### config.mk
export PLATFORM = sky130hd
export DESIGN_NAME = tiny_rv_fetch
export DESIGN_NICKNAME = d
export VERILOG_FILES = /design/src/rtl/tiny_rv_pkg.sv /design/src/rtl/tiny_rv_fifo.sv /design/src/rtl/tiny_rv_fetch.sv
export SDC_FILE = /design/constraint.sdc
export NUM_CORES = 1
export LEC_CHECK = 0
export CORE_ASPECT_RATIO = 0.75
export CORE_UTILIZATION = 55
export DETAILED_ROUTE_END_ITERATION = 6
export DONT_BUFFER_PORTS = 1
export GPL_TIMING_DRIVEN = 0
export MAX_ROUTING_LAYER = met4
export PLACE_DENSITY = 0.77
export SLEW_MARGIN = 10
export SYNTH_ARGS = -nofsm -noshare
export SYNTH_HDL_FRONTEND = slang
export SYNTH_HIERARCHICAL = 1
export SYNTH_SLANG_ARGS = --single-unit
### constraint.sdc
create_clock -name i_clk -period 8.34 [get_ports i_clk]
set_input_delay 0.417 -clock i_clk [delete_from_list [all_inputs] [get_ports i_clk]]
set_output_delay 0.417 -clock i_clk [all_outputs]
set_load 0.01 [all_outputs]
### src/rtl/tiny_rv_pkg.sv
// Shared types and constants for the tiny_rv core.
// Holds the RV32I major opcodes, the instruction width and the fetch buffer entry type.
package tiny_rv_pkg;

  localparam logic [6:0] RV_OPC_LOAD   = 7'b0000011;
  localparam logic [6:0] RV_OPC_OP_IMM = 7'b0010011;
  localparam logic [6:0] RV_OPC_AUIPC  = 7'b0010111;
  localparam logic [6:0] RV_OPC_STORE  = 7'b0100011;
  localparam logic [6:0] RV_OPC_OP     = 7'b0110011;
  localparam logic [6:0] RV_OPC_LUI    = 7'b0110111;
  localparam logic [6:0] RV_OPC_BRANCH = 7'b1100011;
  localparam logic [6:0] RV_OPC_JALR   = 7'b1100111;
  localparam logic [6:0] RV_OPC_JAL    = 7'b1101111;
  localparam logic [6:0] RV_OPC_SYSTEM = 7'b1110011;

  localparam int unsigned RV_INSTR_BYTES = 4;

  typedef struct packed {
    logic [31:0] pc;
    logic [31:0] instr;
    logic        fault;
  } tiny_rv_fetch_entry_t;

  typedef enum logic {
    StRun  = 1'b0,
    StHalt = 1'b1
  } fetch_state_e;

  // JALR-style target: bit 0 is always cleared.
  function automatic logic [31:0] rv_jalr_target(input logic [31:0] addr);
    return {addr[31:1], 1'b0};
  endfunction

  // A cleared-bit-0 target with bit 1 set cannot be fetched as a word.
  function automatic logic rv_target_misaligned(input logic [31:0] target);
    return target[1];
  endfunction

endpackage

### src/rtl/tiny_rv_fifo.sv
// Synchronous FIFO of fetch entries with a flush that overrides pop and stored contents.
// A push in the same cycle as a flush lands as the sole entry of the emptied buffer.
module tiny_rv_fifo
  import tiny_rv_pkg::*;
#(
  parameter int unsigned DEPTH = 4
) (
  input  logic                     clk,
  input  logic                     rst_n,
  input  logic                     flush,
  input  logic                     push,
  input  tiny_rv_fetch_entry_t     push_data,
  input  logic                     pop,
  output tiny_rv_fetch_entry_t     head,
  output logic                     valid,
  output logic [$clog2(DEPTH):0]   level_next
);

  localparam int unsigned PW = $clog2(DEPTH);
  localparam int unsigned CW = PW + 1;

  tiny_rv_fetch_entry_t mem_q [DEPTH];

  logic [PW-1:0] wr_ptr_q, wr_ptr_d;
  logic [PW-1:0] rd_ptr_q, rd_ptr_d;
  logic [CW-1:0] level_q, level_d;
  logic          full;
  logic          wr_en;
  logic          rd_en;

  assign full  = (level_q == CW'(DEPTH));
  assign valid = (level_q != '0);
  assign wr_en = push && (flush || !full);
  assign rd_en = pop && valid && !flush;
  assign head  = mem_q[rd_ptr_q];
  assign level_next = level_d;

  always_comb begin
    wr_ptr_d = wr_ptr_q;
    rd_ptr_d = rd_ptr_q;
    level_d  = level_q;
    if (flush) begin
      rd_ptr_d = wr_ptr_q;
      wr_ptr_d = wr_ptr_q + PW'(wr_en);
      level_d  = CW'(wr_en);
    end else begin
      if (wr_en) begin
        wr_ptr_d = wr_ptr_q + PW'(1);
      end
      if (rd_en) begin
        rd_ptr_d = rd_ptr_q + PW'(1);
      end
      level_d = level_q + CW'(wr_en) - CW'(rd_en);
    end
  end

  always_ff @(posedge clk or negedge rst_n) begin
    if (!rst_n) begin
      wr_ptr_q <= '0;
      rd_ptr_q <= '0;
      level_q  <= '0;
    end else begin
      wr_ptr_q <= wr_ptr_d;
      rd_ptr_q <= rd_ptr_d;
      level_q  <= level_d;
    end
  end

  always_ff @(posedge clk) begin
    if (wr_en) begin
      mem_q[wr_ptr_q] <= push_data;
    end
  end

  push_when_full: assert property (@(posedge clk) disable iff (!rst_n) !(push && full && !flush));

endmodule

### src/rtl/tiny_rv_fetch.sv
// Instruction fetch stage: owns the fetch PC, issues in-order word requests under a credit
// limit, buffers responses and handles branch redirects, misaligned targets and bus errors.
module tiny_rv_fetch
  import tiny_rv_pkg::*;
#(
  parameter logic [31:0] RESET_PC   = 32'h0000_0000,
  parameter int unsigned FIFO_DEPTH = 4
) (
  input  logic        i_clk,
  input  logic        i_rst_n,
  input  logic        br_taken,
  input  logic [31:0] br_addr,
  output logic        imem_req_valid,
  input  logic        imem_req_ready,
  output logic [31:0] imem_req_addr,
  input  logic        imem_rsp_valid,
  input  logic [31:0] imem_rsp_data,
  input  logic        imem_rsp_err,
  output logic        out_valid,
  input  logic        out_ready,
  output logic [31:0] out_pc,
  output logic [31:0] out_next_pc,
  output logic [31:0] out_instr,
  output logic        out_fault
);

  localparam int unsigned CW = $clog2(FIFO_DEPTH) + 1;
  localparam int unsigned SW = CW + 2;
  localparam logic [31:0] PC_STEP = 32'(RV_INSTR_BYTES);

  fetch_state_e state_q, state_d;
  logic [31:0]  fetch_pc_q, fetch_pc_d;
  logic [CW-1:0] outstanding_q, outstanding_d;
  logic [CW-1:0] discard_q, discard_d;
  logic         req_valid_q, req_valid_d;

  logic                 accept;
  logic                 rsp_live;
  logic                 rsp_drop;
  logic [31:0]          rsp_pc;
  logic [31:0]          br_target;
  logic                 flush;
  logic                 push;
  tiny_rv_fetch_entry_t push_entry;
  logic                 pop;
  tiny_rv_fetch_entry_t head;
  logic                 head_valid;
  logic [CW-1:0]        level_next;
  logic [SW-1:0]        credit_used;

  assign accept    = req_valid_q && imem_req_ready;
  assign rsp_drop  = imem_rsp_valid && (discard_q != '0);
  assign rsp_live  = imem_rsp_valid && (discard_q == '0);
  assign br_target = rv_jalr_target(br_addr);
  assign pop       = head_valid && out_ready;

  // Live requests are consecutive words ending just below fetch_pc, so the oldest one
  // (the one answering now) sits outstanding words back.
  assign rsp_pc = fetch_pc_q - (32'(outstanding_q) << 2);

  always_comb begin
    state_d       = state_q;
    fetch_pc_d    = accept ? fetch_pc_q + PC_STEP : fetch_pc_q;
    outstanding_d = outstanding_q + CW'(accept) - CW'(rsp_live);
    discard_d     = discard_q - CW'(rsp_drop);
    flush         = 1'b0;
    push          = rsp_live;
    push_entry    = '{pc: rsp_pc, instr: imem_rsp_data, fault: imem_rsp_err};

    if (rsp_live && imem_rsp_err) begin
      state_d       = StHalt;
      outstanding_d = '0;
      discard_d     = outstanding_q - CW'(1) + CW'(accept);
    end

    // A redirect wins over any response, error or pop in the same cycle.
    if (br_taken) begin
      flush         = 1'b1;
      fetch_pc_d    = br_target;
      outstanding_d = '0;
      discard_d     = outstanding_q + discard_q + CW'(accept) - CW'(imem_rsp_valid);
      if (rv_target_misaligned(br_target)) begin
        state_d    = StHalt;
        push       = 1'b1;
        push_entry = '{pc: br_target, instr: 32'h0, fault: 1'b1};
      end else begin
        state_d = StRun;
        push    = 1'b0;
      end
    end
  end

  // Credit is evaluated on next-state counts so the registered valid equals the rule
  // applied to the registered counts in the following cycle.
  assign credit_used = SW'(outstanding_d) + SW'(discard_d) + SW'(level_next);
  assign req_valid_d = (state_d == StRun) && (credit_used < SW'(FIFO_DEPTH));

  always_ff @(posedge i_clk or negedge i_rst_n) begin
    if (!i_rst_n) begin
      state_q       <= StRun;
      fetch_pc_q    <= RESET_PC;
      outstanding_q <= '0;
      discard_q     <= '0;
      req_valid_q   <= 1'b0;
    end else begin
      state_q       <= state_d;
      fetch_pc_q    <= fetch_pc_d;
      outstanding_q <= outstanding_d;
      discard_q     <= discard_d;
      req_valid_q   <= req_valid_d;
    end
  end

  tiny_rv_fifo #(
    .DEPTH (FIFO_DEPTH)
  ) u_fifo (
    .clk        (i_clk),
    .rst_n      (i_rst_n),
    .flush      (flush),
    .push       (push),
    .push_data  (push_entry),
    .pop        (pop),
    .head       (head),
    .valid      (head_valid),
    .level_next (level_next)
  );

  assign imem_req_valid = req_valid_q;
  assign imem_req_addr  = fetch_pc_q;
  assign out_valid      = head_valid;
  assign out_pc         = head.pc;
  assign out_next_pc    = head.pc + PC_STEP;
  assign out_instr      = head.instr;
  assign out_fault      = head_valid && head.fault;

endmodule

==> results of run 1 <==
layout make-up:
class                      instances  share of cell area, %
buffer                            69                  2.280
clock buffer                      39                  4.972
sequential                       306                  54.60
antenna                            2                0.03050
timing repair buffer              50                  3.302
clock inverter                    16                  1.037
multi-input combinational        606                  30.65
inverter                          24                 0.5490
tap                              338                  2.577
worst paths after layout:
check	cells after the start	start	to
worst max-delay path	17	discard_q[2]	imem_req_valid
worst min-delay path	2	br_addr[17]	imem_req_addr[17]
worst max register to register	17	discard_q[2]	imem_req_valid
worst min register to register	2	state_q	state_q
max in group asynchronous	2	i_rst_n	imem_req_addr[14]
min in group asynchronous	2	i_rst_n	u_fifo/level_q[0]
per-layer routing:
metal | wire length [um] | part of all wire (%) | up-vias
li1 | - | - | 4078
met1 | 14940 | 42 | 4693
met2 | 16600 | 47 | 449
met3 | 2914 | 8.2 | 89
met4 | 1124 | 3.2 | 0
met5 | 0 | 0 | -
cells by family (layout without fill, tap and decap cells):
family	count (synthesis)	in the layout	share of synthesized area, %
and+or+nand+nor	325	325	12.37
AOI/OAI and AO/OA	121	121	5.419
other	1	7	0.02603
adders and majority gates	25	25	2.588
DFF	306	306	62.17
xor gates and xnor gates	58	58	3.526
muxes	72	72	10.67
buffers and inverters	93	198	3.222
synth_stat cells, drive strengths merged (2+ instances only):
| cell type | instances | share of area (%) |
|---|---|---|
| o311ai | 7 | 0.43 |
| mux2 | 3 | 0.23 |
| nor2 | 60 | 1.6 |
| ha | 17 | 1.5 |
| or3 | 12 | 0.54 |
| nor2b | 2 | 0.087 |
| and3 | 13 | 0.56 |
| and2 | 41 | 1.8 |
| o31ai | 25 | 1.3 |
| mux2i | 4 | 0.28 |
| dfrtp | 46 | 8.0 |
| mux4 | 65 | 10 |
| a21oi | 12 | 0.42 |
| nand2 | 50 | 1.3 |
| nand2b | 4 | 0.17 |
| nor4 | 13 | 0.56 |
| inv | 24 | 0.63 |
| clkbuf | 45 | 1.4 |
| and4 | 7 | 0.43 |
| edfxtp | 260 | 54 |
| nor3b | 3 | 0.16 |
| xnor2 | 32 | 1.9 |
| xor2 | 26 | 1.6 |
| o21ai | 33 | 1.2 |
| o21a | 3 | 0.16 |
| or2 | 7 | 0.30 |
| or4 | 30 | 1.6 |
| nand4 | 31 | 1.3 |
| nand4b | 3 | 0.18 |
| o211ai | 3 | 0.19 |
| buf | 24 | 1.2 |
| fa | 8 | 1.1 |
| nor3 | 10 | 0.35 |
| a31oi | 32 | 1.4 |
| nand3 | 36 | 1.3 |
registers in the layout, summed over array words and instances (netlist names):
signal	flops
discard_q	3
imem_req_addr	31
imem_req_valid	1
outstanding_q	3
state_q	1
u_fifo/level_q	3
u_fifo/mem_q	260
u_fifo/rd_ptr_q	2
u_fifo/wr_ptr_q	2
power breakdown:
part	internal (mW)	leakage, nW	switching, mW
Combinational	0.717	2.08	1.11
Sequential	1.91	2.91	0.107
Clock	0.783	0.470	0.565
Total	3.41	5.46	1.78
stage by stage:
step | total power [mW] | setup slack (ns)
after floorplan | 3.392 | 1.324
after global placement | 3.804 | -3.231
after detailed placement | 3.859 | 2.716
after CTS | 5.226 | 3.238
after global routing | 5.432 | 2.925
final | 5.193 | 3.228
what timing repair did:
action / in CTS / in global routing
setup endpoints to repair: 0 / 0
endpoints found under the hold margin: 66 / 0
buffers inserted: 0 / 0
hold buffers: 22 / 0
==> flow_metrics.tcl, run 1 <==
set metrics [dict create \
    status "complete, but fails checks" \
    violations "DRC" \
    ys.flop_type "edfxtp_1" \
    critPathKind "reg -> reg" \
    dieHeight_um 142.2 \
    final_cell_mix "edfxtp_1, mux4_2, nor2_1" \
    synth_seq_area_share_pct 62.17 \
    use_met3_pct 5.301 \
    slowest_stage "o21ai_0" \
    seq_area_um2 8959 \
    fmaxAchievable_mhz 195.6 \
    tightest_slew_ns 1.207 \
    fin_nets 1183 \
    vias 9309 \
    syn_avg_cell_area_um2 14.39 \
    drc 1 \
    cap_viol_max_count 0 \
    cts_tree "built" \
    timing.final.crit_period_ns 5.112 \
    grt_util_met1_pct 38.30 \
    ys.warnings.count 6 \
    rsz0062_at_grt "no" \
    post-route-util_pct 64.76 \
    hold_viol 0 \
    top_usage_layer "met2" \
    syn_area_um2 14410 \
    p_leak_nw 5.458 \
    placed_cells 1371 \
    clock-skew-final_ns 0.02369 \
    syn_inst 1001 \
    cp_max_fo 5 \
    relSlewSlack_pct 18.77 \
    worst_hold_path_type "in -> reg" \
    crit_chain "nor3_1 -> nand2_1 -> o21ai_0 -> nand2_1 -> ha_1 -> inv_1 -> ha_1 -> inv_1 -> fa_1 -> nor2_1 -> inv_1 -> fa_1 -> or2_2 -> fa_1 -> or3_1 -> o21ai_0 -> o2111a_1" \
    synth_edf_count 260 \
    report.final.setup_viol 0 \
    critPathCaptureType "register" \
    dr.pass1.iters 7 \
    min_period_over_period_pct 61.30 \
    grt.overflow.total 0 \
    grt_max_degree 47 \
    worstSetupStartpointType "register" \
    layout-drive-gt1-share_pct 17.03 \
    final_common_cell "edfxtp_1" \
    use_met2_pct 41.74 \
    antenna_found_initial 2 \
    avgViaCountPerCell 6.420 \
    dieArea_um2 26860 \
    root_buffer "clkbuf_16" \
    r2r_slack_ns 3.23 \
    cp.buffers_inverters 3 \
    hpwlAfterDp_um 25530 \
    hold_slack_ns 0.02408 \
    cts.repair.resized 0 \
    critical-path-max-stage-delay_ns 0.55 \
    grt_pass1_wl_um 54140 \
    final_cells 1450 \
    vdd_drop_max_mv 0.1770 \
    multi_input_comb_area_um2 5030 \
    synth-seq-cells 306 \
    synthArstFlopShare_pct 15.03 \
    start_util_pct 56.87 \
    clkTransAtPathRegs_ns 0.06 \
    ant_nets 0 \
    drt_iter0_drc 1002 \
    ys_types 57 \
    p_per_area_nw_per_um2 316.5 \
    nFillCells 1810 \
    row_count 50 \
    core_area_um2 25340 \
    worstPathRequired_ns 8.83 \
    clk_latency_ns 0.56 \
    io_buffers 0 \
    area.growth.synth_to_final_pct 13.88 \
    clk_path_buf_depth 3 \
    die_x_um 188.9 \
    grt_util_all_layers_pct 27.61 \
    arrival_ns 5.60 \
    htreeDepth 1 \
    place_area_um2 15170 \
    cts_sinks 306 \
    io_pins 202 \
    design_area_um2 16410 \
    setup_tns_ns 0 \
    grt_pass1_vias 9290 \
    cts_made_buffers 30 \
    slew_viol_final 0 \
    place.gp.congestion 0.9682 \
    crit_family "adder cells" \
    totalWireLength_um 35580 \
    routedWlPerCell_um 24.54 \
]
Note: power is estimated with default switching activity, not from simulation.
==> inputs of run 2 (changes only) <==
- ABC_AREA: unset -> 1
- PLACE_DENSITY: 0.77 -> 0.8
- clock period: 8.34 -> 4.5 ns (I/O delays scaled with it)
==> flow_metrics.tcl, run 2 <==
set metrics [dict create \
    p_total_mw 10.77 \
    drc 0 \
    hpwlAfterDp_um 33040 \
    final_cell_mix "nand2_1, nor2_1, edfxtp_1" \
    largest_register_ffs 260 \
    synth_edf_count 260 \
    post-route-util_pct 65.45 \
    whs_path_depth 2 \
    worstPathRequired_ns 4.28 \
    synth-seq-cells 306 \
    crit_chain "inv_2 -> buf_4 -> clkbuf_2 -> o21ai_0 -> o22ai_2 -> ha_1 -> nand3_2 -> nor3_2 -> nand4_1 -> nor2_1 -> xor2_1" \
    dr.pass1.iters 6 \
    min_to "u_fifo/mem_q[0][59]" \
    regToRegStartpoint "discard_q[2]" \
    yosysMostFrequentCell "nand2_1" \
    fin_ws_ns 0.3342 \
    critPathCaptureType "output port" \
    clkTransAtPathRegs_ns 0.07 \
    synth_common_cells "nand2_1, nor2_1, edfxtp_1, inv_1, o21ai_0" \
    synthArstFlopShare_pct 15.03 \
    yosysTopAreaCell "edfxtp_1" \
    hold_viol 0 \
    cts_made_buffers 29 \
    totalWireLength_um 46500 \
    grt_max_degree 47 \
    clk_latency_ns 0.56 \
    ant_nets 0 \
    r2r_slack_ns 0.51 \
    report.final.setup_viol 0 \
    synth_area_leaders "edfxtp_1, dfrtp_1, nand2_1, nor2_1, o21ai_0" \
    row_count 52 \
    n_antenna_cell 0 \
    grt_util_met1_pct 44.71 \
    slowest_stage "dfrtp_1" \
    syn_inst 1589 \
    top_usage_layer "met2" \
    cts_tree "built" \
    die_x_um 195.2 \
    min_from "br_addr[26]" \
    final_common_cell "nand2_1" \
    arrival_ns 3.94 \
    layout-drive-gt1-share_pct 10.80 \
    postCtsSetupRepairBufs 0 \
    avgViaCountPerCell 6.018 \
    vdd_drop_max_mv 0.3966 \
    dieArea_um2 28680 \
    cap_viol_max_count 0 \
    pre_cts_ws_ns 0.2759 \
    use_met2_pct 48.73 \
    status "complete, no violations" \
    use_met3_pct 7.966 \
    rr_endpoint "imem_req_valid" \
    top_register "u_fifo/mem_q" \
    drt_iter0_drc 1738 \
    fmaxAchievable_mhz 240.0 \
    yosys.area.top_type_share_pct 50.69 \
    dieHeight_um 146.9 \
    worst_hold_path_type "in -> reg" \
    cp_max_fo 10 \
    io_buffers 0 \
    hold_slack_ns 0.01231 \
    core_area_um2 27260 \
    p_leak_nw 7.013 \
    critical-path-max-stage-delay_ns 0.45 \
    grt_pass1_wl_um 69490 \
    ys.warnings.count 6 \
    rsz0062_at_grt "no" \
    fin_nets 1824 \
    tightest_slew_ns 1.039 \
    synth_seq_area_share_pct 58.17 \
    cts_sinks 306 \
    clock-skew-final_ns 0.01320 \
    worstSetupStartpointType "register" \
    grt.overflow.total 0 \
    p_per_area_nw_per_um2 603.8 \
    start_util_pct 56.49 \
    antenna_found_initial 0 \
    area.growth.synth_to_final_pct 15.86 \
    syn_area_um2 15400 \
    ys.flop_type "edfxtp_1" \
    vias 12640 \
    ys_types 45 \
    io_pins 202 \
    root_buffer "clkbuf_16" \
    grt_util_all_layers_pct 33.02 \
    clk_path_buf_depth 3 \
    timing.final.crit_period_ns 4.166 \
    slew_viol_final 0 \
    htreeDepth 1 \
    nFillCells 2049 \
    routedWlPerCell_um 22.13 \
    place.gp.congestion 0.9937 \
    relSlewSlack_pct 30.72 \
    critPathKind "reg -> out" \
    grt_pass1_vias 11810 \
    syn_avg_cell_area_um2 9.692 \
    min_period_over_period_pct 92.57 \
    worstRegToRegCells 18 \
]
## run 2: cell types whose count changed in the layout (fill, tap and decap cells not counted), moves of 33 or more
cell	before	now
nand2_1	50	276
o21ai_0	30	137
and2_1	41	2
inv_1	24	153
nand3_1	36	69
o21ai_1	2	40
dlygate4sd3_1	21	73
mux4_2	65	0
nor2_1	59	268
o22ai_1	0	79
## run 2: routing by layer
metal  routed length [um]  share of wire [%]  vias to the layer above
met2                20880                 45                      808
met3                 5561                 12                      130
met1                18270                 39                     6035
met5                    0                  0                        -
li1                     -                  -                     5670
met4                 1780                3.8                        0
## run 2: worst max-delay path, delay by kind of cell, from the launching register on
kind | cells | cell delay (ns)
fa+ha+maj | 1 | 0.29
compound gates | 2 | 0.54
xor+xnor | 1 | 0.28
simple gates | 4 | 1.24
flops | 1 | 0.45
buf+inv | 3 | 0.57
## run 2: area by class of cell
type / count / area, um^2 / share of cell area [%]
clock buffers: 37 / 785.8 / 4.404
well taps: 351 / 439.2 / 2.461
multi-input cells: 1055 / 5396 / 30.24
flip-flops and latches: 306 / 8959 / 50.21
repair buffers: 104 / 1032 / 5.785
inverters: 156 / 590.6 / 3.310
clock inverters: 16 / 143.9 / 0.8064
plain buffers: 76 / 496.7 / 2.784
## run 2: timing repair
item	in CTS	in global routing
setup endpoints to repair	0	3
hold buffers	74	0
gates resized for setup	0	1
hold endpoints to repair	213	0
## run 2: worst max path at each step
stage / start / end / slack, ns
2_1_floorplan: discard_q[2] / u_fifo/mem_q[2][0] / -1.50
3_3_place_gp: br_taken / u_fifo/mem_q[3][33] / -5.09
3_5_place_dp: br_taken / imem_req_valid / 0.28
4_1_cts: u_fifo/rd_ptr_q[0] / out_next_pc[24] / 0.12
6_report: u_fifo/rd_ptr_q[1] / out_next_pc[24] / 0.33
5_1_grt: u_fifo/rd_ptr_q[0] / out_next_pc[24] / 0.08
## run 2: cell families after synthesis
group           after synthesis  synth area share [%]
compound gates              278                 9.879
buf+inv                     232                 7.060
simple gates                690                 19.21
xor+xnor                     57                 3.242
flops                       306                 58.17
fa+ha+maj                    25                 2.421
other cells                   1               0.02435
## run 2: where the power goes
group / leakage (nW) / switching [mW] / total, mW / internal, mW
clock: 0.456 / 1.08 / 2.43 / 1.35
sequential: 2.94 / 0.249 / 3.81 / 3.56
combinational: 3.61 / 3.25 / 4.53 / 1.29
total: 7.01 / 4.57 / 10.8 / 6.20
## run 2: per-stage QoR
step | TNS, ns | cells | area, um^2
final | 0 | 2101 | 17840
after global placement | -1285.37 | 1944 | 15860
after floorplan | -390.50 | 1593 | 15420
after global routing | 0 | 2101 | 17840
after CTS | 0 | 2101 | 17840
after detailed placement | 0 | 1974 | 16150
==> inputs of run 3 (changes only) <==
- CORE_UTILIZATION: 55 -> 50
- PLACE_DENSITY: 0.8 -> 0.7
==> flow_metrics.tcl, run 3 (same netlist as run 2, synthesis figures left out) <==
set metrics [dict create \
    rr_endpoint "imem_req_valid" \
    placed_cells 2021 \
    worstPathRequired_ns 4.28 \
    totalWireLength_um 46220 \
    routedWlPerCell_um 21.49 \
    final_cell_mix "nand2_1, nor2_1, edfxtp_1" \
    grt_pass1_vias 11760 \
    r2r_slack_ns 0.53 \
    regToRegStartpoint "discard_q[2]" \
    status "complete, no violations" \
    crit_chain "inv_2 -> buf_4 -> clkbuf_2 -> o21ai_1 -> o22ai_1 -> ha_1 -> nand3_2 -> nor3_2 -> nand4_1 -> nor2_1 -> xor2_1" \
    clk_latency_ns 0.56 \
    die_x_um 204.7 \
    critPathCaptureType "output port" \
    cts_made_buffers 31 \
    slowest_stage "dfrtp_1" \
    core_area_um2 30210 \
    grt.overflow.total 0 \
    top_register "u_fifo/mem_q" \
    rsz0062_at_grt "no" \
    clk_path_buf_depth 3 \
    root_buffer "clkbuf_16" \
    cts_sinks 306 \
    place.gp.congestion 0.9782 \
    report.final.setup_viol 0 \
    drt_iter0_drc 1336 \
    min_from "br_addr[20]" \
    critical-path-max-stage-delay_ns 0.45 \
    post-route-util_pct 59.49 \
    dieHeight_um 154.0 \
    fin_ws_ns 0.2856 \
    largest_register_ffs 260 \
    arrival_ns 3.99 \
    critPathKind "reg -> out" \
    fin_nets 1825 \
    avgViaCountPerCell 5.748 \
    vias 12360 \
    worstSetupStartpointType "register" \
    worstRegToRegCells 17 \
    row_count 55 \
    n_antenna_cell 0 \
    antenna_found_initial 0 \
    dr.pass1.iters 5 \
    layout-drive-gt1-share_pct 10.67 \
    area.growth.synth_to_final_pct 16.69 \
    min_period_over_period_pct 93.65 \
    pre_cts_ws_ns 0.2852 \
    ant_nets 0 \
    htreeDepth 1 \
    worst_hold_path_type "in -> reg" \
    p_leak_nw 7.041 \
    start_util_pct 50.98 \
    p_per_area_nw_per_um2 608.4 \
    drc 0 \
    io_pins 202 \
    tightest_slew_ns 1.152 \
    dieArea_um2 31510 \
    final_common_cell "nand2_1" \
    place_area_um2 16190 \
    grt_max_degree 47 \
    timing.final.crit_period_ns 4.214 \
    cts_tree "built" \
    whs_path_depth 2 \
    min_to "u_fifo/mem_q[3][53]" \
    design_area_um2 17970 \
    relSlewSlack_pct 23.18 \
    vdd_drop_max_mv 0.3372 \
    cp_max_fo 10 \
    cap_viol_max_count 0 \
    clkTransAtPathRegs_ns 0.06 \
    hold_viol 0 \
    io_buffers 0 \
    fmaxAchievable_mhz 237.3 \
    grt_util_all_layers_pct 30.11 \
    nFillCells 2498 \
    clock-skew-final_ns 0.01153 \
    final_cells 2151 \
    hpwlAfterDp_um 33230 \
    slew_viol_final 0 \
    grt_pass1_wl_um 69420 \
]
-- run 3: worst max-delay path, delay by kind of cell (launching register included) --
kind / cells / cell delay [ns]
AO/OA/AOI/OAI: 2 / 0.54
XOR/XNOR: 1 / 0.27
adder cells (fa/ha/maj): 1 / 0.35
buffers and inverters: 3 / 0.56
flip-flops: 1 / 0.45
AND/OR/NAND/NOR: 4 / 1.22
-- run 3: worst max path at each step --
stage                             startpoint                   to  slack, ns  depth (start not counted)
final                     u_fifo/rd_ptr_q[1]      out_next_pc[24]       0.29                         11
after global routing      u_fifo/rd_ptr_q[1]      out_next_pc[24]       0.15                         11
after CTS                 u_fifo/rd_ptr_q[0]      out_next_pc[24]       0.13                         11
after detailed placement            br_taken       imem_req_valid       0.29                         17
after global placement              br_taken  u_fifo/mem_q[0][29]      -5.34                          5
after floorplan                 discard_q[2]   u_fifo/mem_q[2][0]      -1.50                          5
-- run 3: per-stage QoR --
step	power, mW	TNS (ns)	hold slack [ns]
final	10.93	0	0.01051
after CTS	10.88	0	0.005988
after global routing	11.47	0	0.005745
after detailed placement	8.224	0	-0.06742
after floorplan	6.872	-390.50	-0.07059
after global placement	8.140	-1335.43	-0.06749
-- run 3: report_power, final --
part / internal [mW] / switching [mW]
clock: 1.53 / 1.07
sequential: 3.56 / 0.246
combinational: 1.28 / 3.24
-- run 3: routing by layer --
layer / GRT usage, % / vias to the layer above / share of wire (%)
li1: - / 5663 / -
met1: 42.10 / 5912 / 41
met2: 44.13 / 688 / 45
met3: 6.316 / 100 / 11
met4: 8.920 / 0 / 2.9
met5: - / - / 0
-- run 3: layout make-up --
type,instances,area [um^2],share of cell area (%)
Buffer,76,496.7,2.764
Clock buffer,42,837.1,4.657
Clock inverter,14,183.9,1.023
Inverter,156,590.6,3.286
Multi-Input combinational cell,1055,5396,30.03
Sequential cell,306,8959,49.85
Tap cell,399,499.2,2.778
Timing Repair Buffer,103,1010,5.618
-- run 3: timing repair --
action,4_1_cts,5_1_grt
resized for setup,0,1
hold buffers,74,0
hold endpoints to repair,209,0
buffers inserted,0,0
endpoints found under the setup margin,0,3
